## config.mk

```make
export PLATFORM = sky130hd
export DESIGN_NAME = scorecard_manager
export DESIGN_NICKNAME = d
export VERILOG_FILES = /design/src/rtl/scorecard_manager.sv
export SDC_FILE = /design/constraint.sdc
export NUM_CORES = 1
export LEC_CHECK = 0
export CAP_MARGIN = 25
export CORE_MARGIN = 1.5
export CORE_UTILIZATION = 55
export CTS_BUF_LIST = sky130_fd_sc_hd__clkbuf_4
export DETAILED_ROUTE_END_ITERATION = 12
export PLACE_DENSITY = 0.79
export SYNTH_ARGS = -nofsm -noshare
export SYNTH_HDL_FRONTEND = slang
export SYNTH_SLANG_ARGS = --single-unit
```

## constraint.sdc

```tcl
create_clock -name clk -period 5.9 [get_ports clk]
set_input_delay 1.77 -clock clk [delete_from_list [all_inputs] [get_ports clk]]
set_output_delay 1.77 -clock clk [all_outputs]
set_load 0.05 [all_outputs]
```

## src/rtl/scorecard_manager.sv

```systemverilog
// scorecard_manager: one player's Yacht scorecard; sweeps the calculator via cat_sel to find the best unused category, records commits, tracks upper sum, bonus, total and game over.
// Ports: commands new_game/scan_start/commit(+commit_cat); calculator link cat_sel -> calc_score;
// status busy, scan_done/best_cat/best_score, commit_ok/commit_err, used_mask, upper_sum, bonus, total, game_over.
module scorecard_manager #(
  parameter int NUM_CAT      = 12,
  parameter int BONUS_THRESH = 63,
  parameter int BONUS_PTS    = 35
) (
  input  logic               clk,
  input  logic               rst,
  input  logic               new_game,
  input  logic               scan_start,
  input  logic               commit,
  input  logic [3:0]         commit_cat,
  output logic [3:0]         cat_sel,
  input  logic [7:0]         calc_score,
  output logic               busy,
  output logic               scan_done,
  output logic [3:0]         best_cat,
  output logic [7:0]         best_score,
  output logic               commit_ok,
  output logic               commit_err,
  output logic [NUM_CAT-1:0] used_mask,
  output logic [6:0]         upper_sum,
  output logic               bonus,
  output logic [8:0]         total,
  output logic               game_over
);
  typedef enum logic [1:0] {IDLE, SCAN, COMMIT} state_t;
  state_t state_q, state_d;
  logic [3:0] cat_q, run_cat_q, best_cat_q;
  logic [7:0] run_score_q, best_score_q;
  logic found_q, scan_done_q, commit_ok_q, commit_err_q, bonus_q, game_over_q;
  logic [NUM_CAT-1:0] used_q, used_nx;
  logic [6:0] upper_q;
  logic [8:0] total_q, upper_nx, total_nx;
  logic [15:0] used_x;
  logic idle, commit_valid, commit_go, commit_rej, scan_go, take, last, is_upper, bonus_nx;
  // widened copy so any 4-bit category index stays in range
  assign used_x       = 16'(used_q);
  assign idle         = state_q == IDLE;
  assign commit_valid = commit_cat < 4'(NUM_CAT) && !used_x[commit_cat];
  assign commit_go    = idle && !new_game && commit && commit_valid;
  assign commit_rej   = idle && !new_game && commit && !commit_valid;
  assign scan_go      = idle && !new_game && !commit && scan_start && !game_over_q;
  // strict > keeps the lowest index on ties
  assign take         = !used_x[cat_q] && (!found_q || calc_score > run_score_q);
  assign last         = cat_q == 4'(NUM_CAT - 1);
  assign is_upper     = cat_q < 4'd6;
  assign upper_nx     = 9'(upper_q) + (is_upper ? 9'(calc_score) : 9'd0);
  assign bonus_nx     = upper_nx >= 9'(BONUS_THRESH);
  // bonus points land only on the commit that first crosses the threshold
  assign total_nx     = total_q + 9'(calc_score) + (bonus_nx && !bonus_q ? 9'(BONUS_PTS) : 9'd0);
  assign used_nx      = used_q | (NUM_CAT'(1) << cat_q);
  always_ff @(posedge clk or posedge rst)
    if (rst) state_q <= IDLE;
    else state_q <= state_d;
  always_comb begin
    state_d = new_game ? IDLE :
              commit_go ? COMMIT :
              scan_go ? SCAN :
              (state_q == SCAN && !last) ? SCAN : IDLE;
  end
  always_comb begin
    busy = !idle;
  end
  always_ff @(posedge clk or posedge rst)
    if (rst) begin
      cat_q        <= '0;
      run_cat_q    <= '0;
      run_score_q  <= '0;
      found_q      <= 1'b0;
      best_cat_q   <= '0;
      best_score_q <= '0;
      scan_done_q  <= 1'b0;
      commit_ok_q  <= 1'b0;
      commit_err_q <= 1'b0;
      used_q       <= '0;
      upper_q      <= '0;
      bonus_q      <= 1'b0;
      total_q      <= '0;
      game_over_q  <= 1'b0;
    end else begin
      scan_done_q  <= 1'b0;
      commit_ok_q  <= 1'b0;
      commit_err_q <= 1'b0;
      if (new_game) begin
        cat_q        <= '0;
        found_q      <= 1'b0;
        best_cat_q   <= '0;
        best_score_q <= '0;
        used_q       <= '0;
        upper_q      <= '0;
        bonus_q      <= 1'b0;
        total_q      <= '0;
        game_over_q  <= 1'b0;
      end else begin
        if (commit_rej) commit_err_q <= 1'b1;
        if (commit_go) cat_q <= commit_cat;
        if (scan_go) begin
          cat_q   <= '0;
          found_q <= 1'b0;
        end
        if (state_q == SCAN) begin
          if (take) begin
            run_cat_q   <= cat_q;
            run_score_q <= calc_score;
            found_q     <= 1'b1;
          end
          cat_q <= last ? 4'd0 : cat_q + 4'd1;
          if (last) begin
            best_cat_q   <= take ? cat_q : run_cat_q;
            best_score_q <= take ? calc_score : run_score_q;
            scan_done_q  <= 1'b1;
          end
        end
        if (state_q == COMMIT) begin
          used_q      <= used_nx;
          upper_q     <= upper_nx[6:0];
          bonus_q     <= bonus_q | bonus_nx;
          total_q     <= total_nx;
          game_over_q <= &used_nx;
          commit_ok_q <= 1'b1;
          cat_q       <= '0;
        end
      end
    end
  assign cat_sel    = cat_q;
  assign scan_done  = scan_done_q;
  assign best_cat   = best_cat_q;
  assign best_score = best_score_q;
  assign commit_ok  = commit_ok_q;
  assign commit_err = commit_err_q;
  assign used_mask  = used_q;
  assign upper_sum  = upper_q;
  assign bonus      = bonus_q;
  assign total      = total_q;
  assign game_over  = game_over_q;
endmodule

```

==> results.md, run 1 <==
GRT:
- The layer with the highest usage after global routing is met2.
- The global-route met1 utilization is around 37%.
- The pin count of the biggest net entering global routing is 43.
- The first-pass GRT wire length is 15900 um.
- Global routing consumed, on the met2 layer, 42.1% of the routing resources.
- The met3 track demand over resource is 4.10%.
- The initial antenna violation count is 0.
- Across every metal layer, demand over resource in global routing totals between 20% and 30%.
- The number of global-route vias before repair is 3336.
- Summed over all layers, the global routing overflow is 0.

Layout:
- The count of placed standard cells in the final layout, fillers left out is between 500 and 600.
- The share of the core filled with cells is roughly 72%.
- Of the cells placed in the final design, the portion with a size suffix greater than 1 is a little over a tenth.
- The area occupied by registers is about 1600 sq um.
- The total inserted antenna cells is 0.
- The net count of the finished layout is 550.
- The area of the multi-input gates is 2210 sq um.
- Counting the fill cells in the layout gives approximately 560.
- The relative area change from synthesis to final layout is 24.8%.

Critical path:
- The worst setup path is captured at a flip-flop.
- In this run the worst path has a maximum fanout of 3.
- The launch point of the critical path is calc_score[0].
- By startpoint and endpoint, the worst setup path is classified as input pin to flip-flop.
- The register-to-register setup slack is between 1 and 1.5 ns.
- For the worst setup path, the data arrival time is ~5.9 ns.
- The startpoint of the worst register-to-register path is cat_sel[1].
- For the worst setup path, the data required time is about 6 ns.
- The critical path capture point is total[7].
- The critical path launch point type is an input pin.
- For the worst flop-to-flop path, the logic depth is 19.
- The capture point of the worst reg-to-reg path is total[7].

Yosys:
- The synthesized netlist net count is around 470.
- The register area share after synthesis is 40.1%.
- The number of synthesized flops with an enable pin is 0.
- Summed over its instances, the top area cell type makes up ~40% of the synthesized netlist area.
- After synthesis, the netlist uses 50 different library cells.
- The synthesized area per cell is 9.56 sq um.
- The yosys synthesis warning count is 0.
- The number of synthesized register bits is 64.
- The instance count of the mapped netlist is approximately 420.
- The leading register cell type out of synthesis is dfrtp_1.
- After synthesis, the most frequently instantiated cells are 64 x dfrtp_1, 59 x nand2_1, 33 x ha_1.
- After synthesis, the share of flip-flops with an asynchronous set or reset is between 90% and 100%.
- The synthesized area is between 3000 and 4000 sq um.
- The largest total area in the synthesized netlist belongs to dfrtp_1.
- The most frequent cell after synthesis is dfrtp_1.
- After synthesis, the cell types taking the most area are dfrtp_1 40%, ha_1 10%, nand2_1 5.5%.

Clocking:
- The tree is rooted in a clkbuf_4.
- Hold repair after CTS inserted 0 buffers.
- TritonCTS built the clock tree.
- Buffers inserted during clock tree synthesis total 9.
- The number of buffers between clock root and the deepest sink is 2.
- The number of sinks on the clock net is 64.
- The clock transition at the registers of the reported paths is 0.11 ns.
- The clock reaches the later pin of the worst-skew pair after roughly 0.40 ns.
- The H-tree depth is 3.

Floorplanning:
- The die width is about 88 um.
- The die covers around 7800 sq um.
- In this run the count of I/O pins placed on the die edge is 67.
- The starting density of the core is 57.9%.
- The placeable core area is approximately 6900 sq um.
- From bottom edge to top edge, the die measures approximately 88 um.
- The floorplan has 30 rows.

Timing:
- The worst path in the final design needs a cycle of between 5 and 6 ns, including I/O delays and setup.
- Clock skew on the completed layout was measured at roughly 0.02 ns.
- Setup repair after global routing left no endpoint under its margin.
- The count of pins over their slew limit came to 0.
- The number of endpoints with negative hold slack in the final report came to 0.
- At the pin with the least slew margin, the transition time is 1.01 ns.
- The worst slew margin relative to its limit is about a third.
- Of the available clock period, the critical path in the final layout requires between 90 and 100%.
- Based on the critical path, the design can be clocked at up to about 180 MHz.
- Setup violations remaining at the end of the flow were counted as 0.

Place:
- The congestion estimate from routability-driven global placement came to ~0.9.
- The total of buffers placed on input and output ports is 66.
- Detailed placement finished with a half-perimeter wire length of ~7000 um.
- The number of placed instances, taps included is just under 600.

Drt:
- Summing over every cut layer, the via total after detailed routing is between 3000 and 4000.
- The detail route stage leaves a number of antenna-violating nets equal to 0.
- For this run, design rule violations remaining after detail routing come to 0.
- The detailed router finished its first iteration with 175 violations.
- In the final routed layout, each cell accounts on average for approximately 16 um.
- The final layout contains routed wiring with a total length of around 9700 um.
- The via density per instance is between 5 and 6.
- Before antenna repair, the detailed router went through 5 iterations.

Outcome:
- The run finished with clean final reports.

Power:
- In this run the power density over the cells is roughly 250 nW/um^2.
- Power comes to ~0.0012 W.
- The worst-case IR drop observed on VDD is about 140 uV.
- The leakage power is between 2 and 2.5 nW.

Run:
- The count of maximum capacitance violations is 0.

Worst hold path:
- The class of the worst hold path is flip-flop to flip-flop.
==> flip-flops by register name, summed over array words and instances, names as in the netlist, 2 cells and up <==
| name | count |
|---|---|
| best_score | 8 |
| cat_sel | 4 |
| used_mask | 12 |
| best_cat | 4 |
| run_score_q | 8 |
| total | 9 |
| state_q | 2 |
| run_cat_q | 4 |
| upper_sum | 7 |
==> cell type report <==
cell class / count / share of cell area, %
multi-input cells: 309 / 44.3
flip-flops and latches: 64 / 32.1
repair buffers: 83 / 15.8
well taps: 96 / 2.41
inverters: 28 / 2.11
clock buffers: 11 / 1.66
clock inverters: 5 / 1.63
==> stage by stage <==
step | TNS (ns) | cell area, sq um | worst slack [ns] | hold WS (ns)
floorplan | 0 | 4000 | 0.539 | 0.455
global placement | -0.0370 | 4820 | -0.0370 | 0.463
detailed placement | -0.302 | 4820 | -0.149 | 0.475
CTS | 0 | 4980 | 0.202 | 0.498
global route | 0 | 4990 | 0.0673 | 0.512
finish | 0 | 4990 | 0.296 | 0.491
==> where the power goes <==
group | internal [W] | total, W | switching, W
Clock | 0.000182 | 0.000346 | 0.000164
Sequential | 0.000477 | 0.000515 | 0.0000379
Combinational | 0.000156 | 0.000367 | 0.000211
==> worst min-delay path by stage <==
stage                         end     startpoint  cells past startpoint
floorplan            run_cat_q[0]   run_cat_q[0]                      2
global placement      best_cat[0]    best_cat[0]                      2
detailed placement  best_score[7]  best_score[7]                      2
CTS                 best_score[7]  best_score[7]                      2
global route        best_score[7]  best_score[7]                      2
finish              best_score[4]  best_score[4]                      2
==> per-layer routing <==
| layer | vias to the layer above | routed length [um] |
|---|---|---|
| li1 | 1619 | - |
| met1 | 1675 | 4440 |
| met2 | 113 | 4540 |
| met3 | 18 | 489 |
| met4 | 0 | 199 |
| met5 | - | 0 |
==> cell usage in the layout (no fill, tap or decap), drive strengths merged, types with 2 or more instances in the layout <==
master         instances
ha                    33
nand2                 59
nor2b                  6
o22ai                  2
mux2i                 14
or3                    2
nand4                  3
fa                     5
o21ai                 30
a21o                   2
and2                   8
bufinv                 2
o21a                   2
clkinv                 2
nor2                  29
a211oi                 5
a21oi                 24
o211ai                 5
nand2b                 4
clkbuf                11
xor2                   3
buf                   17
a31oi                 12
a22o                   3
clkdlybuf4s50         66
nand3                 16
a32oi                  2
mux4                   6
xnor2                  6
a211o                  3
mux2                   8
inv                   28
dfrtp                 64
or2                    4
nor3                   2
==> cells by family after synthesis <==
logic type,synth area share (%)
adders and majority gates,12.8
muxes,9.23
xor gates and xnor gates,1.97
AOI/OAI and AO/OA,15.4
DFF,40.1
buffers and inverters,4.82
and+or+nand+nor,15.7
==> critical path: stages <==
cell             delay (ns)
clkdlybuf4s50_1        0.42
and2_1                 0.14
ha_1                   0.21
fa_1                   0.39
a21oi_1                0.21
o21bai_1               0.10
xor2_1                 0.18
nand3_1                0.11
o21ai_1                0.21
nand2b_1               0.13
fa_1                   0.50
inv_1                  0.04
ha_1                   0.22
fa_1                   0.39
a21o_1                 0.19
a21oi_1                0.19
nor2b_1                0.06
o21ai_0                0.18
or4_1                  0.14
nand3_1                0.07
==> repair_timing <==
action | in CTS | in global routing
buffers inserted | 0 | 0
resized for setup | 0 | 2
endpoints found under the setup margin | 0 | 2
Note: power is estimated with default switching activity, not from simulation.
==> run 2, diff against run 1 <==
- HOLD_SLACK_MARGIN: not set -> 0.02
- clock period: 5.9 -> 5.3 ns (I/O delays scaled with it)
==> results.md, run 2 (synthesized netlist as in run 1, its figures left out) <==
Worst hold path:
- The class of the worst hold path is flip-flop to flip-flop.

Timing:
- The highest clock rate is just under 200 MHz.
- The number of endpoints with negative hold slack in the final report is 0.
- In this run the tightest slew margin relative to its limit is about a third.
- For the pin with the worst max-slew slack, the measured transition is just under 1 ns.
- Setup violations remaining at the end of the flow were counted as 0.
- The minimum clock period is approximately 5.1 ns.
- The count of pins over their slew limit is 0.
- Across all hold checks on the routed design, the worst slack comes to 0.493 ns.
- The worst path uses a little over nine tenths of the clock period.
- Clock skew on the completed layout was measured at roughly 0.011 ns.
- The setup TNS after final layout is 0 ns.

Clocking:
- The number of buffers between clock root and the deepest sink is 2.
- The CTS tree is done.
- The number of hold buffers added after cts is 0.
- The tree built by TritonCTS fans out to 64 sinks.
- Clock-pin slew was measured on the worst setup and hold paths at between 0.1 and 0.15 ns.
- The source-to-sink clock delay at the later pin of the worst-skew pair is 0.41 ns.
- The H-tree depth is 3.
- The number of buffers created by CTS is 9.
- The root buffer cell is clkbuf_4.

Floorplanning:
- The starting density of the core is between 50 and 60%.
- The floorplan die height is around 90 um.
- The placeable core area is a little under 7000 sq um.
- After floorplanning, the core was divided into 30 placement rows.
- The die width is 88.3 um.
- The floorplan step defined a die boundary enclosing between 7000 and 8000 sq um.
- For this design the top-level I/O count stands at 67.

Layout:
- The top cell types in the final layout, fill and taps aside, are 64 x dfrtp_1, 61 x clkdlybuf4s50_1, 59 x nand2_1.
- The library cell used most frequently in the layout, excluding fill and tap cells, is dfrtp_1.
- The share of the core filled with cells is 75.6%.
- The total inserted antenna cells is 0.
- Relative to the synthesized area, the layout overhead comes to 30.5%.
- The net count of the finished layout is 568.
- The finished layout holds 614 standard cells, fillers aside.
- The share of layout cells above drive strength 1 is 16.8%.
- The flip-flop count of the largest register after layout is 12.
- Summing all non-filler instances in the final layout gives an area of about 5200 sq um.

Place:
- Detailed placement finished with a half-perimeter wire length of 7510 um.
- Port buffering added 66 buffers.
- The number of placed instances, taps included is between 500 and 600.
- The placed instances occupy a cell area of slightly below 5000 sq um.
- The last weighted congestion value of the routability-driven placer is approximately 0.9.

GRT:
- The met2 capacity usage during global routing is between 40% and 50%.
- For this run, the total global-route usage over all layers was measured as between 20 and 30%.
- The initial antenna violation count is 0.
- Entering global routing, the biggest net connects 45 pins.
- For this run the aggregate overflow at the end of global routing stands at 0.
- The met3 track demand over resource is 4.29%.
- The number of global-route vias before repair came to about 3300.
- The first global-routing pass estimated about 16000 um of wire.
- The global routing stage identified its most utilized layer as met2.
- For met1 alone, demand over resource in global routing was a little under 40%.

Critical path:
- The data arrival time of the critical path is 5.41 ns.
- The worst setup path is launched from an input pin.
- The largest stage delay on the critical path is ~0.46 ns.
- STA classifies the critical path endpoint as a flip-flop.
- By startpoint and endpoint, the worst setup path is classified as input pin to flip-flop.
- The peak fanout along the critical path is 4.
- The critical-path cell with the highest stage delay is clkdlybuf4s50_1.
- Walking the worst path, the cells encountered are clkdlybuf4s50_1 -> and2_1 -> ha_1 -> nand3_1 -> o211ai_1 -> or2_2 -> a21oi_2 -> o21ai_2 -> buf_4 -> nor2b_1 -> fa_1 -> ha_1 -> a21oi_2 -> o211ai_1 -> o41ai_2 -> mux2i_1 -> xnor2_1 -> nor2_1.
- The required arrival time at the worst endpoint is about 5.6 ns.

Outcome:
- The run finished with clean final reports.

Drt:
- The number of violations reported at the end of detailed-routing iteration 0 is 204.
- The final routed DRC violation total is 0.
- The routed via count is 3502.
- After detailed routing, the average wire length per cell comes to between 15 and 20 um.
- After detailed routing, the number of vias per cell comes to about 5.7.
- The number of nets still failing antenna checks after routing is 0.
- The post-detailed-routing wire length is approximately 10000 um.
- The detailed-router iteration count before antenna repair is 5.

Power:
- The worst voltage drop across the vdd grid is ~140 uV.
- The leakage power is between 2 and 2.5 nW.
- Dividing total power by cell area gives a power density of 267 nW/um^2.

Run:
- The count of maximum capacitance violations is 0.
-- run 2: worst paths after layout --
kind	from	cells past startpoint	slack [ns]	endpoint
max in group asynchronous	rst	4	3.15	upper_sum[2]
max	calc_score[5]	18	0.19	total[8]
min in group asynchronous	rst	2	1.37	cat_sel[0]
max reg2reg	cat_sel[2]	18	0.41	total[8]
min	best_score[7]	2	0.49	best_score[7]
min reg2reg	best_score[7]	2	0.49	best_score[7]
-- run 2: per-stage QoR --
step                power (W)  worst slack, ns
global placement     0.000983           -0.506
floorplan            0.000862            0.119
finish                0.00140            0.190
detailed placement    0.00100           -0.595
CTS                   0.00137           0.0135
global route          0.00148          -0.0108
-- run 2: metal layers --
metal	vias up	part of all wire, %
met1	1679	44
met5	-	0
li1	1661	-
met2	138	48
met3	24	6.3
met4	0	1.9
-- run 2: repair_timing --
action                     4_1_cts  5_1_grt
resized for setup                6       20
setup endpoints to repair        3        4
pin swaps                        1       18
setup buffers                    0        7
-- run 2: layout make-up --
cell class	instances	area [sq um]
inverters	28	105
flip-flops and latches	64	1600
multi-input cells	309	2290
clock buffers	9	67.6
repair buffers	101	948
fillers	519	1690
clock inverters	7	86.3
well taps	96	120
-- run 2: power by group --
part / leakage (nW) / internal, W / total [W] / switching (W)
registers: 0.870 / 0.000531 / 0.000571 / 0.0000391
logic: 1.45 / 0.000201 / 0.000456 / 0.000254
clock network: 0.0847 / 0.000187 / 0.000370 / 0.000182
-- run 2: critical path: cells and delay by family --
kind	cells	cell delay, ns
compound gates	6	1.09
xor+xnor	1	0.15
fa+ha+maj	3	0.96
buf+inv	2	0.60
mux	1	0.27
simple gates	5	0.75
==> run 3, diff against run 2 <==
--- a/config.mk
+++ b/config.mk
@@ -7,5 +7,5 @@
 export LEC_CHECK = 0
 export CAP_MARGIN = 25
-export CORE_MARGIN = 1.5
+export CORE_MARGIN = 3
 export CORE_UTILIZATION = 55
 export CTS_BUF_LIST = sky130_fd_sc_hd__clkbuf_4
@@ -13,4 +13,5 @@
 export HOLD_SLACK_MARGIN = 0.02
 export PLACE_DENSITY = 0.79
+export SLEW_MARGIN = 30
 export SYNTH_ARGS = -nofsm -noshare
 export SYNTH_HDL_FRONTEND = slang
==> constraint.sdc (replaced) <==
create_clock -name clk -period 5.3 [get_ports clk]
set_input_delay 1.59 -clock clk [delete_from_list [all_inputs] [get_ports clk]]
set_output_delay 1.59 -clock clk [all_outputs]
set_load 0.01 [all_outputs]
==> results.md, run 3 (synthesized netlist as in run 1, its figures left out) <==
Timing:
- For the finished layout, the period the worst path requires is 5.25 ns.
- The count of pins over their slew limit came to 0.
- In this run the tightest slew margin relative to its limit is between 40% and 50%.
- The tightest hold margin is ~0.5 ns.
- The number of setup violations in the final report is 0.
- The setup TNS after final layout is 0 ns.
- The share of the clock period used by the worst path after layout is between 90% and 100%.
- The number of endpoints with negative hold slack in the final report came to 0.
- The transition time at the pin with the least slew margin is about 0.80 ns.
- The clock arrives with ~0.012 ns of skew.
- The highest clock rate is roughly 190 MHz.

Place:
- The number of placed instances, taps included is between 500 and 600.
- The last weighted congestion value of the routability-driven placer is 0.927.
- In this run the tool buffered the top-level ports with 66 buffer cells.
- Once placement finished, the instance area stood at between 4000 and 5000 sq um.
- The HPWL after detailed placement is 7410 um.

Clocking:
- The number of buffers between clock root and the deepest sink is 2.
- The root buffer cell is clkbuf_4.
- The number of buffers added for setup after CTS is 0.
- The clock transition at the registers of the reported paths is between 0.1 and 0.15 ns.
- TritonCTS built the clock tree.
- The H-tree depth is 3.
- The number of sinks on the clock net is 64.
- The source-to-sink clock delay at the later pin of the worst-skew pair is ~0.4 ns.
- The number of hold buffers added after cts is 0.
- The number of clock buffers added by TritonCTS is 9.

Worst hold path:
- The worst hold path belongs to the class flip-flop to flip-flop.
- The worst hold path was traced through 2 stages.

Layout:
- The library cells used most frequently in the layout, excluding fill and tap cells, are 64 x dfrtp_1, 64 x clkdlybuf4s50_1, 59 x nand2_1.
- The post-layout instance area is around 5100 sq um.
- The net count of the finished layout is approximately 560.
- The total inserted antenna cells is 0.
- Once layout is complete, the cells apart from fillers number ~600.
- The share of layout cells above drive strength 1 is 15.4%.
- The register with the most flip-flops in the layout has 12 of them.
- From synthesis to final layout, the design area changed by 28.1%.

Drt:
- For this block, the initial DRC count from the detailed router was between 200 and 250.
- For this run, design rule violations remaining after detail routing come to 0.
- The number of nets still failing antenna checks after routing is 0.
- For this run, the detailed router's first-pass iteration total came to 7.
- Summed over all nets, wire length on met2 after detailed routing comes to 4810 um.
- After detailed routing, the total wire length is between 10000 and 15000 um.
- After detailed routing, the average wire length per cell comes to 16.8 um.
- In the routed layout, each cell is associated on average with a via count of a little under 6.
- After detailed routing, no signal wire sits above met4.
- Summing over every cut layer, the via total after detailed routing is about 3500.
- In the detailed route, the total length drawn on met3 is roughly 700 um.
- The routed length on met1 is between 4000 and 5000 um.

Critical path:
- The worst setup path is of the input pin to flip-flop kind.
- The signal on the critical path passes through clkdlybuf4s50_1 -> and2_4 -> ha_4 -> buf_4 -> a21oi_2 -> o21bai_1 -> xor2_1 -> nand3_1 -> o21ai_2 -> nand2b_1 -> fa_1 -> inv_1 -> ha_2 -> fa_2 -> a21o_1 -> a21oi_2 -> nor2b_1 -> o21ai_1 -> or4_1 -> nand3_1.
- Measured in cells, the most critical reg-to-reg path has a length of 20.
- The worst setup path is captured at a flip-flop.
- The worst setup path is launched from an input pin.
- Data on the critical path arrives at its endpoint at approximately 5.5 ns.
- For the worst setup path, the data required time is ~5.6 ns.
- The largest stage delay on the critical path is 0.52 ns.
- The critical-path cell with the highest stage delay is fa_1.
- The peak fanout along the critical path is 3.

Floorplanning:
- The number of standard-cell rows in the floorplan is 30.
- 67 I/O pins were placed.
- The starting density of the core is 57.9%.
- The die covers approximately 8300 sq um.
- The floorplan die height is between 90 and 100 um.
- The die width is 91.3 um.
- The total area inside the core boundary comes to 6910 sq um.

GRT:
- The total track usage is 25.5%.
- The number of global-route vias before repair is between 3000 and 4000.
- Summed over all layers, the global routing overflow is 0.
- The first global-routing pass estimated approximately 17000 um of wire.
- The initial antenna violation count came to 0.
- The pin count of the biggest net entering global routing is 36.

Outcome:
- The run finished with clean final reports.

Power:
- The analysis attributes to cell leakage a power of approximately 2.3 nW.
- Power spread over the standard cell area amounts to 255 nW/um^2.
- The worst voltage drop across the vdd grid is 132 uV.

Run:
- Max-cap violations in this run came to 0.
==> run 3: layout make-up <==
type | instances | area (sq um)
Fill cell | 522 | 1780
Clock inverter | 7 | 71.3
Sequential cell | 64 | 1600
Multi-Input combinational cell | 309 | 2270
Tap cell | 96 | 120
Clock buffer | 9 | 67.6
Timing Repair Buffer | 95 | 883
Inverter | 28 | 105
==> run 3: timing repair <==
item	CTS	global route
resized for setup	6	12
setup endpoints to repair	3	5
pin swaps	1	16
==> run 3: worst paths after layout <==
| path | start | to | slack [ns] |
|---|---|---|---|
| min in group asynchronous | rst | run_cat_q[2] | 1.61 |
| hold reg to reg | best_score[2] | best_score[2] | 0.49 |
| setup reg to reg | cat_sel[2] | total[7] | 0.46 |
| max in group asynchronous | rst | upper_sum[5] | 2.79 |
| setup / recovery | calc_score[2] | total[7] | 0.05 |
| hold / removal | best_score[2] | best_score[2] | 0.49 |
==> run 3: where the power goes <==
part / internal (W) / leakage [nW] / switching (W)
Clock: 0.000144 / 0.0700 / 0.000189
Sequential: 0.000531 / 0.870 / 0.0000393
Combinational: 0.000191 / 1.39 / 0.000210
==> run 3: stage by stage <==
step                power, W  utilization (%)  worst slack (ns)
floorplan           0.000823                -             0.119
global placement    0.000947             71.1            -0.484
detailed placement  0.000964             71.1            -0.701
CTS                  0.00130             73.3           0.00322
global route         0.00138             74.2            -0.121
finish               0.00130             74.2            0.0530
==> run 3: worst max-delay path: cells and delay by family <==
kind / cells / cell delay [ns]
buffers and inverters: 3 / 0.59
adders and majority gates: 4 / 1.34
and+or+nand+nor: 6 / 0.75
AOI/OAI and AO/OA: 6 / 1.00
xor gates and xnor gates: 1 / 0.29
==> run 3: routing by layer <==
layer,up-vias,GRT usage (%)
met1,1716,36.9
met2,160,38.8
li1,1651,-
met4,0,8.79
met5,-,0
met3,15,4.39
